File: src/rtl/usb_pkg.sv
// Shared types for the USB receive path: RX stage packet codes and RX buffer FSM states.
package usb_pkg;

  typedef enum logic [2:0] {
    RX_NONE = 3'd0,
    RX_DATA = 3'd1,
    RX_EOP  = 3'd2,
    RX_ERR  = 3'd3
  } rx_packet_e;

  typedef enum logic [1:0] {
    StIdle,
    StRecv,
    StDrop
  } rx_state_e;

endpackage

File: src/rtl/rx_buf_mem.sv
// Byte storage for the RX buffer: synchronous write port, combinational (show-ahead) read port.
module rx_buf_mem #(
  parameter int unsigned DEPTH = 64,
  localparam int unsigned AW   = $clog2(DEPTH)
) (
  input  logic          clk_i,
  input  logic          we_i,
  input  logic [AW-1:0] waddr_i,
  input  logic [7:0]    wdata_i,
  input  logic [AW-1:0] raddr_i,
  output logic [7:0]    rdata_o
);

  logic [7:0] mem_q [DEPTH];

  always_ff @(posedge clk_i) begin
    if (we_i) begin
      mem_q[waddr_i] <= wdata_i;
    end
  end

  assign rdata_o = mem_q[raddr_i];

endmodule

File: src/rtl/usb_rx_buffer.sv
// Packet-aware RX FIFO: bytes are written speculatively and only become readable on a clean EOP.
// Optional USB_RX_CRC_STRIP_EN drops the trailing CRC16 bytes of each committed packet.
module usb_rx_buffer
  import usb_pkg::*;
#(
  parameter int unsigned DEPTH = 64,
  localparam int unsigned PW   = $clog2(DEPTH) + 1
) (
  input  logic          clk_i,
  input  logic          rst_i,
  input  logic          store_rx_packet_i,
  input  logic [2:0]    rx_packet_i,
  input  logic [7:0]    rx_packet_data_i,
  input  logic          get_rx_data_i,
  input  logic          flush_i,
  output logic [7:0]    rx_data_o,
  output logic [PW-1:0] buffer_occupancy_o,
  output logic          buffer_empty_o,
  output logic          buffer_full_o,
  output logic          overflow_o,
  output logic          pkt_done_o,
  output logic          pkt_dropped_o
);

  localparam int unsigned AW = $clog2(DEPTH);

  rx_state_e     state_q, state_d;
  logic [PW-1:0] rptr_q, rptr_d;
  logic [PW-1:0] cptr_q, cptr_d;
  logic [PW-1:0] wptr_q, wptr_d;
  logic          overflow_q, overflow_d;
  logic          done_q, done_d;
  logic          dropped_q, dropped_d;

  logic [PW-1:0] occupancy;
  logic [PW-1:0] stored;
  logic          empty;
  logic          full;
  logic          mem_we;
  logic [7:0]    mem_rdata;

  assign occupancy = cptr_q - rptr_q;
  assign stored    = wptr_q - rptr_q;
  assign empty     = (occupancy == '0);
  assign full      = (stored == PW'(DEPTH));

`ifdef USB_RX_CRC_STRIP_EN
  logic [PW-1:0] pkt_len;
  assign pkt_len = wptr_q - cptr_q;
`endif

  always_comb begin
    state_d    = state_q;
    rptr_d     = rptr_q;
    cptr_d     = cptr_q;
    wptr_d     = wptr_q;
    overflow_d = overflow_q;
    done_d     = 1'b0;
    dropped_d  = 1'b0;
    mem_we     = 1'b0;

    if (flush_i) begin
      state_d    = StIdle;
      rptr_d     = '0;
      cptr_d     = '0;
      wptr_d     = '0;
      overflow_d = 1'b0;
    end else begin
      if (get_rx_data_i && !empty) begin
        rptr_d = rptr_q + PW'(1);
      end

      if (store_rx_packet_i) begin
        case (state_q)
          StIdle, StRecv: begin
            if (rx_packet_i == RX_DATA) begin
              // Fullness counts speculative bytes; a same-cycle pop does not make room yet.
              if (full) begin
                overflow_d = 1'b1;
                wptr_d     = cptr_q;
                state_d    = StDrop;
              end else begin
                mem_we  = 1'b1;
                wptr_d  = wptr_q + PW'(1);
                state_d = StRecv;
              end
            end else if (state_q == StRecv && rx_packet_i == RX_EOP) begin
              state_d = StIdle;
`ifdef USB_RX_CRC_STRIP_EN
              if (pkt_len < PW'(2)) begin
                wptr_d    = cptr_q;
                dropped_d = 1'b1;
              end else begin
                cptr_d = wptr_q - PW'(2);
                wptr_d = wptr_q - PW'(2);
                done_d = 1'b1;
              end
`else
              cptr_d = wptr_q;
              done_d = 1'b1;
`endif
            end else if (state_q == StRecv && rx_packet_i == RX_ERR) begin
              wptr_d    = cptr_q;
              dropped_d = 1'b1;
              state_d   = StIdle;
            end
          end
          StDrop: begin
            if (rx_packet_i == RX_EOP || rx_packet_i == RX_ERR) begin
              dropped_d = 1'b1;
              state_d   = StIdle;
            end
          end
          default: state_d = StIdle;
        endcase
      end
    end
  end

  always_ff @(posedge clk_i or posedge rst_i) begin
    if (rst_i) begin
      state_q    <= StIdle;
      rptr_q     <= '0;
      cptr_q     <= '0;
      wptr_q     <= '0;
      overflow_q <= 1'b0;
      done_q     <= 1'b0;
      dropped_q  <= 1'b0;
    end else begin
      state_q    <= state_d;
      rptr_q     <= rptr_d;
      cptr_q     <= cptr_d;
      wptr_q     <= wptr_d;
      overflow_q <= overflow_d;
      done_q     <= done_d;
      dropped_q  <= dropped_d;
    end
  end

  rx_buf_mem #(
    .DEPTH (DEPTH)
  ) u_mem (
    .clk_i   (clk_i),
    .we_i    (mem_we),
    .waddr_i (wptr_q[AW-1:0]),
    .wdata_i (rx_packet_data_i),
    .raddr_i (rptr_q[AW-1:0]),
    .rdata_o (mem_rdata)
  );

  // Head byte is forced to zero while nothing is committed so reset reads back 8'h00.
  assign rx_data_o          = empty ? 8'h00 : mem_rdata;
  assign buffer_occupancy_o = occupancy;
  assign buffer_empty_o     = empty;
  assign buffer_full_o      = full;
  assign overflow_o         = overflow_q;
  assign pkt_done_o         = done_q;
  assign pkt_dropped_o      = dropped_q;

endmodule

File: config.mk
export PLATFORM = sky130hd
export DESIGN_NAME = usb_rx_buffer
export DESIGN_NICKNAME = d
export VERILOG_FILES = /design/src/rtl/usb_pkg.sv /design/src/rtl/rx_buf_mem.sv /design/src/rtl/usb_rx_buffer.sv
export SDC_FILE = /design/constraint.sdc
export NUM_CORES = 1
export LEC_CHECK = 0
export CAP_MARGIN = 5
export CORE_MARGIN = 1
export CORE_UTILIZATION = 34
export DETAILED_ROUTE_END_ITERATION = 12
export SYNTH_ARGS = -nofsm -noshare
export SYNTH_HDL_FRONTEND = slang
export SYNTH_SLANG_ARGS = --single-unit
File: constraint.sdc
create_clock -name clk_i -period 4.25 [get_ports clk_i]
set_clock_uncertainty 0.15 [all_clocks]
set_input_delay 0.85 -clock clk_i [delete_from_list [all_inputs] [get_ports clk_i]]
set_output_delay 0.85 -clock clk_i [all_outputs]
set_load 0.01 [all_outputs]
==> flow_summary.ini <==
[outcome]
status = finished clean

[worst_setup_path]
worstPathMaxFanout = 9
crit_arrival_ps = 3220
crit_required_ps = 3250
r2r_setup_slack_ps = 450
start_kind = flop
critical_path_class = flop to output port
setup.worst_path.end_class = output port

[route]
avgViaCountPerCell = 5.32
drcViolationCount = 0
first_pass_iters = 5
vias = 11500
wirelength_mm = 52.4
drt-initial-drc-count = 1157
wl_per_cell_um = 24.3
postRouteAntennaNets = 0

[die]
die_area_um2 = 65300
core_area_um2 = 63300
die_width_um = 255
io_pins = 36
rows = 92
start_util = 0.345
fp.dieH_um = 255

[sta]
tightest_slew_ps = 1230
hold_viol = 0
finalSetupTns_ps = 0
rsz0062_at_grt = false
clock.fmax_mhz = 237
period_share = 0.993
drv_slew = 0
relSlewSlack = 0.181
setup_ws_ps = 29.6
setup_viol = 0
fin_crit_ps = 4220

[finish]
fill_cells = 5577
final_cell_mix = edfxtp_1, mux4_2, buf_4, nor2_1, clkbuf_16
diodes = 0
layout.nets = 1303
layout-drive-gt1-share = 0.317
layout_commonest_cell = edfxtp_1
synthToLayoutAreaGrowth_pct = 19.3

[clock_tree]
path_clk_slew_ps = 70
htreeDepth = 2
cts_root_buf = clkbuf_16
tritoncts_num_sinks = 538
insertion_delay_ps = 590
cts_tree = built
cts_buffers = 51
clock_path_buffers = 3

[synth]
async_flop_share = 0.0483
syn_inst = 1103
synth_edf_count = 512
ys.flop_type = edfxtp_1
synth.avg_cell_area_um2 = 19.8
synth_area_leaders = edfxtp_1, mux4_2, dfrtp_1
synth_fp_nets = 1134
ys_seq_elements = 538
syn_area_um2 = 21800
ys_seq_area_frac = 0.734
synth_top_area_frac = 0.704
synth_cell_types = 59
synth_top_area_cell = edfxtp_1
yosys_warnings = 0

[placement]
dp_hpwl_mm = 32.1
gp_congestion = 0.881
port_buffers = 35
dp_slack_ps = 61.8

[hold_path]
hold_class = flop to flop

[grt]
grt_pass1_vias = 11400
grt_pass1_wl_mm = 78.0
grt_use_total = 0.162
grt_max_degree = 65
antenna_found_initial = 3
grt_overflow_total = 0

[power]
vdd_drop_max_mv = 0.301
power.leakage_uw = 0.00853
power_density_nw_per_um2 = 452

[job]
drv_cap = 0
==> area by class of cell <==
type                            instances  area (um^2)  share of cell area
Clock buffer                           70         1390              0.0533
Clock inverter                         19          201             0.00773
Inverter                               14         56.3             0.00216
Multi-Input combinational cell        492         5640               0.216
Sequential cell                       538        16000               0.615
Tap cell                              846         1060              0.0406
Timing Repair Buffer                  175         1680              0.0646
==> sequential cells by signal, indices dropped and copies added, names as in the netlist <==
signal and cells:
rptr_q 7, overflow_o 1, u_mem.mem_q 512, wptr_q 7, cptr_q 7, pkt_done_o 1
pkt_dropped_o 1, state_q 2
==> worst paths after layout <==
path | depth (start not counted) | end | from
max | 9 | rx_data_o[5] | rptr_q[0]
min | 2 | overflow_o | overflow_o
max reg2reg | 11 | u_mem.mem_q[51][7] | rptr_q[4]
min reg2reg | 2 | overflow_o | overflow_o
max in group asynchronous | 2 | rptr_q[1] | rst_i
min in group asynchronous | 2 | rptr_q[6] | rst_i
==> cells in the mapped netlist (all sizes together) (4+ instances only) <==
library cell    n
edfxtp        512
mux4          150
nor2          101
nand2          39
buf            35
dfrtp          26
clkbuf         24
a21oi          17
ha             14
nand3          13
a31oi          12
inv            12
o211ai         11
mux2i          10
a22oi           8
and2            8
nor2b           8
nor3            8
mux2            6
nand2b          6
xor2            6
and3            5
nand4           5
o22ai           5
or3             5
nand4b          4
==> repair_timing <==
action,CTS,global route
gates cloned,8,0
hold buffers,0,0
setup buffers,14,10
pin swaps,5,16
gates resized for setup,60,29
hold endpoints to repair,0,0
setup endpoints to repair,11,9
==> worst max-delay path: stages, from the launching register on <==
cell	delay, ps
dfrtp_4	520
buf_12	170
buf_6	130
buf_16	140
buf_4	130
mux4_2	410
mux4_2	520
a22oi_2	290
a31oi_2	150
buf_2	170
==> cells by family (layout without fill, tap and decap cells) <==
logic type	after synthesis	count (layout)	share of synthesized area
mux	166	166	0.162
xor+xnor	7	7	0.00281
fa+ha+maj	15	15	0.00894
simple gates	216	216	0.0477
buf+inv	73	278	0.0163
flops	538	538	0.734
compound gates	88	88	0.0282
==> power by group <==
group	internal [uW]	switching, uW
sequential	5810	9.12
combinational	808	749
clock	2520	1890
==> through the flow <==
step,cells,utilization,hold WS [ps],instance area [um^2],total power [uW]
6_report,2154,0.412,365,26100,11800
5_1_grt,2154,0.412,352,26100,12100
4_1_cts,2146,0.409,329,25900,11800
3_5_place_dp,2035,0.376,364,23800,7250
3_3_place_gp,2035,0.376,358,23800,7240
2_1_floorplan,1103,-,352,21800,6750
==> per-layer routing <==
| metal | wire length, um | track usage | part of all wire | up-vias |
|---|---|---|---|---|
| li1 | - | - | - | 4874 |
| met5 | 35 | 0 | 0.00067 | - |
| met3 | 3930 | 0.0320 | 0.075 | 84 |
| met4 | 1450 | 0.0547 | 0.028 | 6 |
| met2 | 23900 | 0.244 | 0.46 | 494 |
| met1 | 23000 | 0.234 | 0.44 | 5999 |
(Power assumes the default switching activity.)
==> RTL change (same flow settings) <==
Build with the macro `USB_RX_CRC_STRIP_EN` defined.
--- a/src/rtl/usb_rx_buffer.sv
+++ b/src/rtl/usb_rx_buffer.sv
@@ -1,5 +1,7 @@
 // Packet-aware RX FIFO: bytes are written speculatively and only become readable on a clean EOP.
 // Optional USB_RX_CRC_STRIP_EN drops the trailing CRC16 bytes of each committed packet.
+`define USB_RX_CRC_STRIP_EN
+
 module usb_rx_buffer
   import usb_pkg::*;
 #(
Formal check against the unedited RTL: not equivalent (a bounded check fails within 4 cycles, from zero or initial values and one cycle with rst_i high).
==> RTL change against the original RTL <==
The run now ends with setup timing left; setup slack worse by 0.061 ns; sequential cell count unchanged; largest cell class unchanged; cell count grew 3.5%; total power is 6.7% higher; routed wire length rose by 1.7%; die area rose by 1.9%; sequential share of layout area decreased by 1.8 points; final area rose by 3.1%; highest routed layer unchanged; area after synthesis up 2.0%; register-to-register slack improved by 0.34 ns.
==> RTL change: results (changes against the original RTL) <==
* Status: complete, but fails checks
* Violated checks: setup timing
* Comb power frac at 0.125 (-0.007)
* CP max stage cell: mux4_2
* Fillers at 5669 (+1.6%)
* Grt met1 use at 0.215 (-0.0184)
* Dpl hpwl at 32800 um (+2.3%)
* Detailed-route wire length at 53300 um (+1.7%)
* Register area share after synthesis at 0.720 (-0.0141)
* Met3 usage at 0.0334 (+0.00133)
* Vias in the first global route at 11832 (+3.9%)
* Largest net degree at the start of global routing at 99 (+52%)
* Fin cells at 2230 (+3.5%)
* Final WS setup at -0.0310 ns (-0.0606 ns)
* Clock Latency Late Sink at 0.61 ns (+0.02 ns)
* RR Endpoint: u_mem.mem_q[13][5]$_DFFE_PP_
* Placed cell area at 24300 um2 (+1.9%)
* Layout cells sized above 1 at 0.329 (+0.0129)
* Largest cells by area after synthesis: edfxtp_1 (69%), mux4_2 (16%), dfrtp_1 (2.9%), nor2_1 (1.5%), ha_1 (1.3%)
* R2R Setup Slk at 0.79 ns (+0.34 ns)
* Routed wl met2 at 25900 um (+8.4%)
* Cells after DPL at 2085 (+2.5%)
* Data arrival time of the worst path at 3.28 ns (+0.06 ns)
* Finished Cell Area at 26900 um2 (+3.1%)
* Syn Nets at 1187 (+4.7%)
* Top cells by count, synth: edfxtp_1 (512), mux4_2 (160), nor2_1 (87)
* Wire length on met3 at 3630 um (-7.5%)
* Avg Vias per Cell at 5.25 (-1.4%)
* Pwr Total at 0.0126 W (+6.7%)
* GR Util All Layers at 0.158 (-0.00327)
* Final setup viols at 3 (+3)
* Layout net count at 1373 (+5.4%)
* Peak fanout along the critical path at 8 (-1)
==> RTL change: cell count changes after synthesis, moves of 9 or more <==
cell	before	now
a31oi_1	12	1
nand2_1	39	49
mux2i_1	10	19
o21ai_0	3	16
mux4_2	150	160
a211oi_1	3	13
nor2_1	101	87
inv_1	12	28
ha_1	14	24
==> RTL change: layout make-up <==
cell class | instances | share of cell area
clock buffers | 60 | 0.0511
clock inverters | 40 | 0.0218
inverters | 30 | 0.00419
multi-input cells | 521 | 0.224
flip-flops and latches | 538 | 0.597
well taps | 855 | 0.0398
repair buffers | 185 | 0.0621
repair inverters | 1 | 0.000279
==> RTL change: kinds of logic (layout without fill, tap and decap cells) <==
family	after synthesis	count (layout)	share of synthesized area
and+or+nand+nor	210	210	0.0444
DFF	538	538	0.720
adders and majority gates	26	26	0.0153
buffers and inverters	86	316	0.0156
muxes	180	180	0.171
xor gates and xnor gates	17	17	0.00669
AOI/OAI and AO/OA	88	88	0.0274
